File: src/rtl/game_sequencer.sv
// Turn sequencer for the two 11x11 stone planes: clears both boards on start,
// validates move requests, writes the stone, then samples win to pick next turn/win/draw.
module game_sequencer #(
  parameter int SIZE     = 11,
  parameter int WIN_WAIT = 1
) (
  input  logic                   clk,
  input  logic                   rst_n,
  input  logic                   start,
  input  logic                   mv_valid,
  input  logic                   mv_player,
  input  logic [3:0]             mv_x,
  input  logic [3:0]             mv_y,
  output logic                   mv_ready,
  output logic                   mv_err,
  output logic [1:0]             err_code,
  output logic [1:0]             brd_write,
  output logic [3:0]             brd_x,
  output logic [3:0]             brd_y,
  output logic                   brd_d,
  input  logic [SIZE*SIZE-1:0]   board0,
  input  logic [SIZE*SIZE-1:0]   board1,
  input  logic [1:0]             win,
  output logic                   turn,
  output logic [6:0]             move_cnt,
  output logic                   busy,
  output logic                   game_over,
  output logic                   winner,
  output logic                   draw
);

  localparam logic [2:0] S_IDLE  = 3'd0;
  localparam logic [2:0] S_CLEAR = 3'd1;
  localparam logic [2:0] S_TURN  = 3'd2;
  localparam logic [2:0] S_WRITE = 3'd3;
  localparam logic [2:0] S_CHECK = 3'd4;
  localparam logic [2:0] S_DONE  = 3'd5;

  localparam int         CELLS = SIZE * SIZE;
  localparam int         IW    = $clog2(CELLS);
  localparam int         WW    = $clog2(WIN_WAIT + 1);
  localparam logic [3:0] LAST  = 4'(SIZE - 1);

  logic [2:0]    state_q, state_d;
  logic [3:0]    cx_q, cx_d, cy_q, cy_d;
  logic [3:0]    mx_q, mx_d, my_q, my_d;
  logic [WW-1:0] wcnt_q, wcnt_d;
  logic          turn_q, turn_d;
  logic [6:0]    move_cnt_q, move_cnt_d;
  logic          game_over_q, game_over_d, winner_q, winner_d, draw_q, draw_d;
  logic          mv_err_q, mv_err_d;
  logic [1:0]    err_code_q, err_code_d;
  logic [1:0]    brd_write_q, brd_write_d;
  logic [3:0]    brd_x_q, brd_x_d, brd_y_q, brd_y_d;
  logic          brd_d_q, brd_d_d;
  logic          busy_q, busy_d;
  logic [IW-1:0] idx;
  logic          occupied;

  assign idx      = IW'(mv_x) * IW'(SIZE) + IW'(mv_y);
  assign occupied = board0[idx] | board1[idx];
  assign mv_ready = (state_q == S_TURN) && !start;

  always_comb begin
    state_d     = state_q;
    cx_d        = cx_q;
    cy_d        = cy_q;
    mx_d        = mx_q;
    my_d        = my_q;
    wcnt_d      = wcnt_q;
    turn_d      = turn_q;
    move_cnt_d  = move_cnt_q;
    game_over_d = game_over_q;
    winner_d    = winner_q;
    draw_d      = draw_q;
    mv_err_d    = 1'b0;
    err_code_d  = 2'b00;

    if (start) begin
      state_d     = S_CLEAR;
      cx_d        = 4'd0;
      cy_d        = 4'd0;
      turn_d      = 1'b0;
      move_cnt_d  = 7'd0;
      game_over_d = 1'b0;
      winner_d    = 1'b0;
      draw_d      = 1'b0;
    end else begin
      case (state_q)
        S_CLEAR: begin
          if (cy_q == LAST) begin
            cy_d = 4'd0;
            if (cx_q == LAST) state_d = S_TURN;
            else              cx_d    = cx_q + 4'd1;
          end else begin
            cy_d = cy_q + 4'd1;
          end
        end
        S_TURN: begin
          // Range is checked first so an out-of-range index never reaches the occupancy test.
          if (mv_valid) begin
            if (mv_x > LAST || mv_y > LAST) begin
              mv_err_d   = 1'b1;
              err_code_d = 2'b01;
            end else if (mv_player != turn_q) begin
              mv_err_d   = 1'b1;
              err_code_d = 2'b10;
            end else if (occupied) begin
              mv_err_d   = 1'b1;
              err_code_d = 2'b11;
            end else begin
              mx_d    = mv_x;
              my_d    = mv_y;
              state_d = S_WRITE;
            end
          end
        end
        S_WRITE: begin
          wcnt_d  = WW'(WIN_WAIT);
          state_d = S_CHECK;
        end
        S_CHECK: begin
          if (wcnt_q == WW'(1)) begin
            move_cnt_d = move_cnt_q + 7'd1;
            if (win[turn_q]) begin
              state_d     = S_DONE;
              game_over_d = 1'b1;
              winner_d    = turn_q;
            end else if (move_cnt_q + 7'd1 == 7'(CELLS)) begin
              state_d     = S_DONE;
              game_over_d = 1'b1;
              draw_d      = 1'b1;
            end else begin
              turn_d  = ~turn_q;
              state_d = S_TURN;
            end
          end else begin
            wcnt_d = wcnt_q - WW'(1);
          end
        end
        default: ;
      endcase
    end

    // Board-port registers follow the next state so each beat lines up with its state cycle.
    brd_write_d = 2'b00;
    brd_x_d     = 4'd0;
    brd_y_d     = 4'd0;
    brd_d_d     = 1'b0;
    if (state_d == S_CLEAR) begin
      brd_write_d = 2'b11;
      brd_x_d     = cx_d;
      brd_y_d     = cy_d;
    end else if (state_d == S_WRITE) begin
      brd_write_d = turn_d ? 2'b10 : 2'b01;
      brd_x_d     = mx_d;
      brd_y_d     = my_d;
      brd_d_d     = 1'b1;
    end
    busy_d = (state_d == S_CLEAR);
  end

  always_ff @(posedge clk or negedge rst_n) begin
    if (!rst_n) begin
      state_q     <= S_IDLE;
      cx_q        <= 4'd0;
      cy_q        <= 4'd0;
      mx_q        <= 4'd0;
      my_q        <= 4'd0;
      wcnt_q      <= '0;
      turn_q      <= 1'b0;
      move_cnt_q  <= 7'd0;
      game_over_q <= 1'b0;
      winner_q    <= 1'b0;
      draw_q      <= 1'b0;
      mv_err_q    <= 1'b0;
      err_code_q  <= 2'b00;
      brd_write_q <= 2'b00;
      brd_x_q     <= 4'd0;
      brd_y_q     <= 4'd0;
      brd_d_q     <= 1'b0;
      busy_q      <= 1'b0;
    end else begin
      state_q     <= state_d;
      cx_q        <= cx_d;
      cy_q        <= cy_d;
      mx_q        <= mx_d;
      my_q        <= my_d;
      wcnt_q      <= wcnt_d;
      turn_q      <= turn_d;
      move_cnt_q  <= move_cnt_d;
      game_over_q <= game_over_d;
      winner_q    <= winner_d;
      draw_q      <= draw_d;
      mv_err_q    <= mv_err_d;
      err_code_q  <= err_code_d;
      brd_write_q <= brd_write_d;
      brd_x_q     <= brd_x_d;
      brd_y_q     <= brd_y_d;
      brd_d_q     <= brd_d_d;
      busy_q      <= busy_d;
    end
  end

  assign mv_err    = mv_err_q;
  assign err_code  = err_code_q;
  assign brd_write = brd_write_q;
  assign brd_x     = brd_x_q;
  assign brd_y     = brd_y_q;
  assign brd_d     = brd_d_q;
  assign turn      = turn_q;
  assign move_cnt  = move_cnt_q;
  assign busy      = busy_q;
  assign game_over = game_over_q;
  assign winner    = winner_q;
  assign draw      = draw_q;

endmodule

File: config.mk
export PLATFORM = sky130hd
export DESIGN_NAME = game_sequencer
export DESIGN_NICKNAME = d
export VERILOG_FILES = /design/src/rtl/game_sequencer.sv
export SDC_FILE = /design/constraint.sdc
export NUM_CORES = 1
export LEC_CHECK = 0
export CAP_MARGIN = 25
export CORE_UTILIZATION = 37
export DETAILED_ROUTE_END_ITERATION = 8
export PLACE_DENSITY = 0.82
export SLEW_MARGIN = 20
export SYNTH_ARGS = -nofsm -noshare
export SYNTH_HDL_FRONTEND = slang
export SYNTH_SLANG_ARGS = --single-unit
File: constraint.sdc
create_clock -name clk -period 3.26 [get_ports clk]
set_input_delay 0.652 -clock clk [delete_from_list [all_inputs] [get_ports clk]]
set_output_delay 0.652 -clock clk [all_outputs]
set_load 0.01 [all_outputs]
# Yosys cells after proc, flatten, opt, wreduce, memory -nomap -nowiden
# Cells that the tools add are included.
# classes
reduce_logical,14
bitwise_logic,3
mux,80
magnitude_cmp,4
add_sub_neg,5
n_mul,1
n_eq_ne,11
# ops
operator,n
4-bit 2-to-1 mux,23
1-bit 2-to-1 mux,31
3-bit 2-to-1 mux,10
7-bit 2-to-1 mux,3
2-bit 2-to-1 mux,9
1-bit binary-select mux with 7-bit select,2
3-bit one-hot mux with 4 select lines,1
2-bit nonzero test,5
"3-bit by 2-bit == test with 1-bit output, second input constant",3
"4-bit by 1-bit adder with 4-bit output, second input constant",2
"4-bit == test, second input constant",2
"4-bit > comparator, second input constant",2
"7-bit by 8-bit < comparator with 1-bit output, second input constant",1
"7-bit by 1-bit adder with 7-bit output, second input constant",1
7-bit by 4-bit adder with 7-bit output,1
"7-bit == test, second input constant",1
"4-bit by 4-bit multiplier with 7-bit output, second input constant",1
"3-bit by 1-bit == test with 1-bit output, second input constant",2
3-bit AND reduction,2
2-bit AND reduction,2
4-bit AND reduction,1
"3-bit == test, second input constant",1
3-bit nonzero test,1
"1-bit by 2-bit < comparator with 1-bit output, second input constant",1
other kinds (9),10
# totals
in_bits,257
output_inout_bits,27
word_cells,136
regBits,46

# Logic depth before layout (Yosys ltp)
# logic_depth
depth_word,14
mapped_depth,20
ltp_nobuf,16

# Least setup slack after synthesis
# No wires, ideal clock.
# synth_path
path_kind,input port to flip-flop
startpoint,input mv_x[0]
endpoint,"register brd_x_q[0], in the netlist brd_x[0]"
setup_slack_ps,-937
setup_time_ps,72
t_arrival_ps,4124
required_time_ps,3188
path_buffers,1
stages,13
path_cell_list,ha_1 > ha_1 > fa_1 > ha_1 > xnor2_1 > mux4_2 > or3_1 > a31oi_1 > nand4_1 > o31ai_2 > nor3_1 > buf_2 > nor2_1
# synth_via
elab_chain_len,14
word_cells_on_any_way,25
classes_between,add/sub (1); mul (1); order compare (1); eq/ne (2); mux (18); bitwise (1); reduce/logical (1)
# synth_rtl
element,line,source
from (decl),12,"input logic [3:0] mv_x,"
4-bit by 4-bit multiplier with 7-bit output,60,assign idx = IW'(mv_x) * IW'(SIZE) + IW'(mv_y);
7-bit by 4-bit adder with 7-bit output,60,
1-bit binary-select mux with 7-bit select,61,assign occupied = board0[idx] | board1[idx];
1-bit 2-to-1 mux (implied by the code),61,
1-bit OR,61,
3-bit 2-to-1 mux,108,end else if (occupied) begin
3-bit 2-to-1 mux,105,end else if (mv_player != turn_q) begin
3-bit 2-to-1 mux,102,if (mv_x > LAST || mv_y > LAST) begin
3-bit 2-to-1 mux,101,if (mv_valid) begin
3-bit one-hot mux with 4 select lines,89,case (state_q)
3-bit 2-to-1 mux,79,if (start) begin
3-bit by 2-bit == test with 1-bit output,154,end else if (state_d == S_WRITE) begin
4-bit 2-to-1 mux,154,
4-bit 2-to-1 mux (*),150,if (state_d == S_CLEAR) begin
via brd_x_d[0],54,"logic [3:0] brd_x_q, brd_x_d, brd_y_q, brd_y_d;"
to (signal assigned),198,brd_x_q <= brd_x_d;
to (decl),54,
# The timed path passes the listed nets; every way through them passes the cells marked *. The select of a mux whose other input is x is not followed.
# A chain may end at the register's enable or synchronous reset.

# Worst setup path in the final report
# layout_path
startpoint,input mv_x[2]
endpoint,"register brd_write_q[0], in the netlist brd_write[0]"
# layout_via
elab_chain_len,14
word_cells_on_any_way,19
classes_between,add/sub (1); mul (1); order compare (1); eq/ne (2); mux (12); bitwise (1); reduce/logical (1)
# layout_rtl
element,line,source
4-bit by 4-bit multiplier with 7-bit output,60,
7-bit by 4-bit adder with 7-bit output,60,
1-bit binary-select mux with 7-bit select,61,
1-bit 2-to-1 mux (implied by the code),61,
1-bit OR,61,
3-bit 2-to-1 mux,108,
3-bit 2-to-1 mux,105,
3-bit 2-to-1 mux (*),102,
3-bit 2-to-1 mux (*),101,
3-bit one-hot mux with 4 select lines (*),89,
3-bit 2-to-1 mux (*),79,
3-bit by 2-bit == test with 1-bit output,154,
2-bit 2-to-1 mux,154,
2-bit 2-to-1 mux (*),150,
via brd_write_d[0],53,"logic [1:0] brd_write_q, brd_write_d;"
to (signal assigned),197,brd_write_q <= brd_write_d;
to (decl),53,
# Marked as above.

==> flow_summary_export.csv <==
group,metric,value,unit
clocking,ctsLongestPathBuffers,2,
floorplan,die_x,111,µm
synth,synth-seq-cells,38,
routing,vias_per_cell,5.59,
global_route,overflow,0,
floorplan,num_rows,39,
place,gp_congestion,0.969,
global_route,grt_first_pass_wirelength,28.2,mm
clocking,h-tree-depth,2,
layout,multiInputGateArea,0.00351,mm²
critical_path,r2r_start,"move_cnt[0]$_DFFE_PN0P_",
pwr,cellPowerDensity,368,mW/mm²
global_route,grt_max_degree,39,
synth,synth_nets,714,
sta,max_freq,0.250,GHz
layout,diodes,0,
synth,ys_warn_count,0,
sta,finalSetupTns,-11070,ps
synth,async_flop_share,1.00,
sta,post-route-period-util,1.23,
synth,syn_area,0.00439,mm²
synth,seq_area_frac_synth,0.217,
layout,register_area,951,µm²
sta,hold_viol,0,
critical_path,start_kind,"input port",
critical_path,cp-end-kind,"flip-flop",
place,dpl-instance-area,0.00774,mm²
routing,topRoutingLayerUsed,"met4",
routing,drt_iter0_drc,253,
status,status,"finished with violations",
place,dp_slack,-1810,ps
synth,synth_flop_cell,"dfrtp_1",
sta,rsz0062_at_grt,"true",
routing,first_pass_iters,5,
global_route,gr-usage-all-layers,0.295,
critical_path,r2r_end,"brd_y[3]$_DFF_PN0_",
floorplan,dieArea,0.0123,mm²
clocking,cts_sinks,38,
critical_path,reg2reg_depth,10,
clocking,tritoncts,"done",
floorplan,fp.dieH,111,µm
clocking,cts_buffers,5,
synth,synth_edf_count,0,
layout,nFillCells,803,
critical_path,path_max_fanout,7,
layout,drive_gt1_frac,0.221,
global_route,first_global_vias,5363,
clocking,cts_root_buffer,"clkbuf_16",
global_route,antenna_found_initial,0,
place,portBuffers,283,
pwr,power,3050,µW
routing,met2_length,9.95,mm
routing,dr_wl_met3,1.01,mm
sta,final-setup-viol-count,16,
place,hpwlAfterDp,15.0,mm
clocking,clkTransAtPathRegs,50,ps
layout,final_util,0.722,
sta,finalWorstSetupSlack,-740,ps
synth,postSynthAreaPerCell,10.1,µm²
routing,wl_met1,6.77,mm
sta,final.min_clock_period,4000,ps
routing,vias,5016,
layout,num-nets-final,1034,
sta,relSlewSlack,0.445,
sta,skew,3.07,ps
synth,netlist_instances,433,
floorplan,ioPinCount,284,
critical_path,crit_type,"in -> reg",
critical_path,r2r_slack,630,ps
pwr,p_leak,0.00323,µW
layout,area_growth,88.7,%
pwr,irDropWorstVdd,383,µV
synth,synth_cell_types,58,
routing,route.detailed.drc,0,
min_path,hold_path_class,"in -> async",
flow_run,maxCapViolCount,0,
floorplan,core-area,0.0115,mm²
sta,finalMaxSlewViolations,0,
critical_path,worstPathArrival,4210,ps
layout,fin_area,0.00828,mm²
routing,ant_nets,0,
clocking,clkLatencyLatePin,280,ps
floorplan,initial_core_util,0.383,
routing,avgRoutedWirePerCell,20.4,µm
critical_path,crit_required,3470,ps
routing,routed_wl,18.3,mm
sta,max_slew.worst_pin.slew,832,ps
status,violations,"setup timing",
-- cell type report --
type / count / area share
Multi-Input combinational cell: 350 / 0.424
Timing Repair Buffer: 346 / 0.415
Sequential cell: 38 / 0.115
Tap cell: 143 / 0.0216
Clock buffer: 7 / 0.0172
Inverter: 12 / 0.00650
Clock inverter: 1 / 0.000605
-- worst max path at each step --
| stage | from | end | slack, ps | cells past startpoint |
|---|---|---|---|---|
| 6_report | mv_x[2] | brd_write[0]$_DFF_PN0_ | -740 | 15 |
| 5_1_grt | mv_x[2] | brd_write[0]$_DFF_PN0_ | -840 | 19 |
| 4_1_cts | mv_x[0] | brd_write[0]$_DFF_PN0_ | -960 | 17 |
| 3_5_place_dp | mv_x[1] | brd_x[0]$_DFF_PN0_ | -1810 | 16 |
| 3_3_place_gp | mv_x[1] | brd_x[2]$_DFF_PN0_ | -1580 | 16 |
| 2_1_floorplan | mv_x[0] | brd_x[0]$_DFF_PN0_ | -650 | 17 |
-- Yosys cell counts (all sizes together), types with 4 or more instances --
cell type | number | area share
mux4 | 50 | 0.26
nor2 | 42 | 0.036
dfrtp | 38 | 0.22
a21oi | 33 | 0.038
nand3 | 25 | 0.029
buf | 21 | 0.037
ha | 21 | 0.060
nand2 | 21 | 0.018
mux2i | 19 | 0.043
o21ai | 14 | 0.016
a22oi | 12 | 0.021
clkbuf | 12 | 0.010
nor3 | 12 | 0.014
inv | 11 | 0.0094
nor2b | 9 | 0.015
xnor2 | 9 | 0.018
xor2 | 9 | 0.020
a211oi | 8 | 0.015
nand4 | 8 | 0.011
or3 | 8 | 0.011
and2 | 5 | 0.0071
a21o | 4 | 0.0068
a31oi | 4 | 0.0057
nor3b | 4 | 0.0068
-- metrics by stage --
stage / hold WS [ps] / cells
6_report: 475 / 897
3_5_place_dp: 506 / 873
4_1_cts: 498 / 894
5_1_grt: 546 / 897
3_3_place_gp: 501 / 873
2_1_floorplan: 356 / 433
-- worst max-delay path, stage by stage --
cell     delay [ps]
buf_8           100
ha_4            230
fa_1            530
inv_2            50
fa_2            560
buf_12          140
mux4_2          290
mux4_2          500
or3_4           340
a31oi_1         180
nand4_1         170
o31ai_4         130
nor3_4           70
buf_6           170
a21oi_2         100
-- placed cells by master, fill, tap and decap left out, types with 7 or more instances in the layout --
master and count:
a21oi_1 29, ha_4 9, mux2i_1 19, or3_1 7, nor2b_1 7, mux4_2 41
mux4_1 9, nor2_1 32, buf_12 7, o21ai_0 11, xor2_1 8, nand4_1 8
a22oi_1 12, nor3_1 11, ha_1 12, nor2_4 10, xnor2_1 8, nand3_1 25
clkdlybuf4s50_1 276, buf_4 50, dfrtp_1 38, nand2_1 21
-- where the power goes --
| group | internal (µW) | switching [µW] |
|---|---|---|
| Sequential | 478 | 5.49 |
| Combinational | 1200 | 886 |
| Clock | 303 | 180 |
| Total | 1980 | 1070 |
-- routing by layer --
layer  vias to the layer above  GRT usage
li1                       2322          -
met4                         0      0.100
met3                        43     0.0421
met1                      2418      0.334
met2                       233      0.561
met5                         -          0
-- kinds of logic (layout without fill, tap and decap cells) --
kind of cell / count (synthesis) / in the layout / synth area share
AOI/OAI and AO/OA: 96 / 96 / 0.145
xor gates and xnor gates: 18 / 18 / 0.0376
adders and majority gates: 24 / 24 / 0.0736
buffers and inverters: 45 / 366 / 0.0576
DFF: 38 / 38 / 0.217
muxes: 69 / 69 / 0.308
and+or+nand+nor: 143 / 143 / 0.162
-- registers in the layout (all words and copies together), names as in the netlist, 2 cells and up --
name       flops
brd_y          4
cy_q           4
err_code       2
move_cnt       7
brd_write      2
cx_q           4
state_q        3
brd_x          4
-- what timing repair did --
item / CTS / global route
buffers inserted: 12 / 7
pin swaps: 16 / 28
cloned: 2 / 0
setup endpoints to repair: 16 / 16
hold buffers: 0 / 0
gates resized for setup: 43 / 46
(Power assumes the default switching activity.)
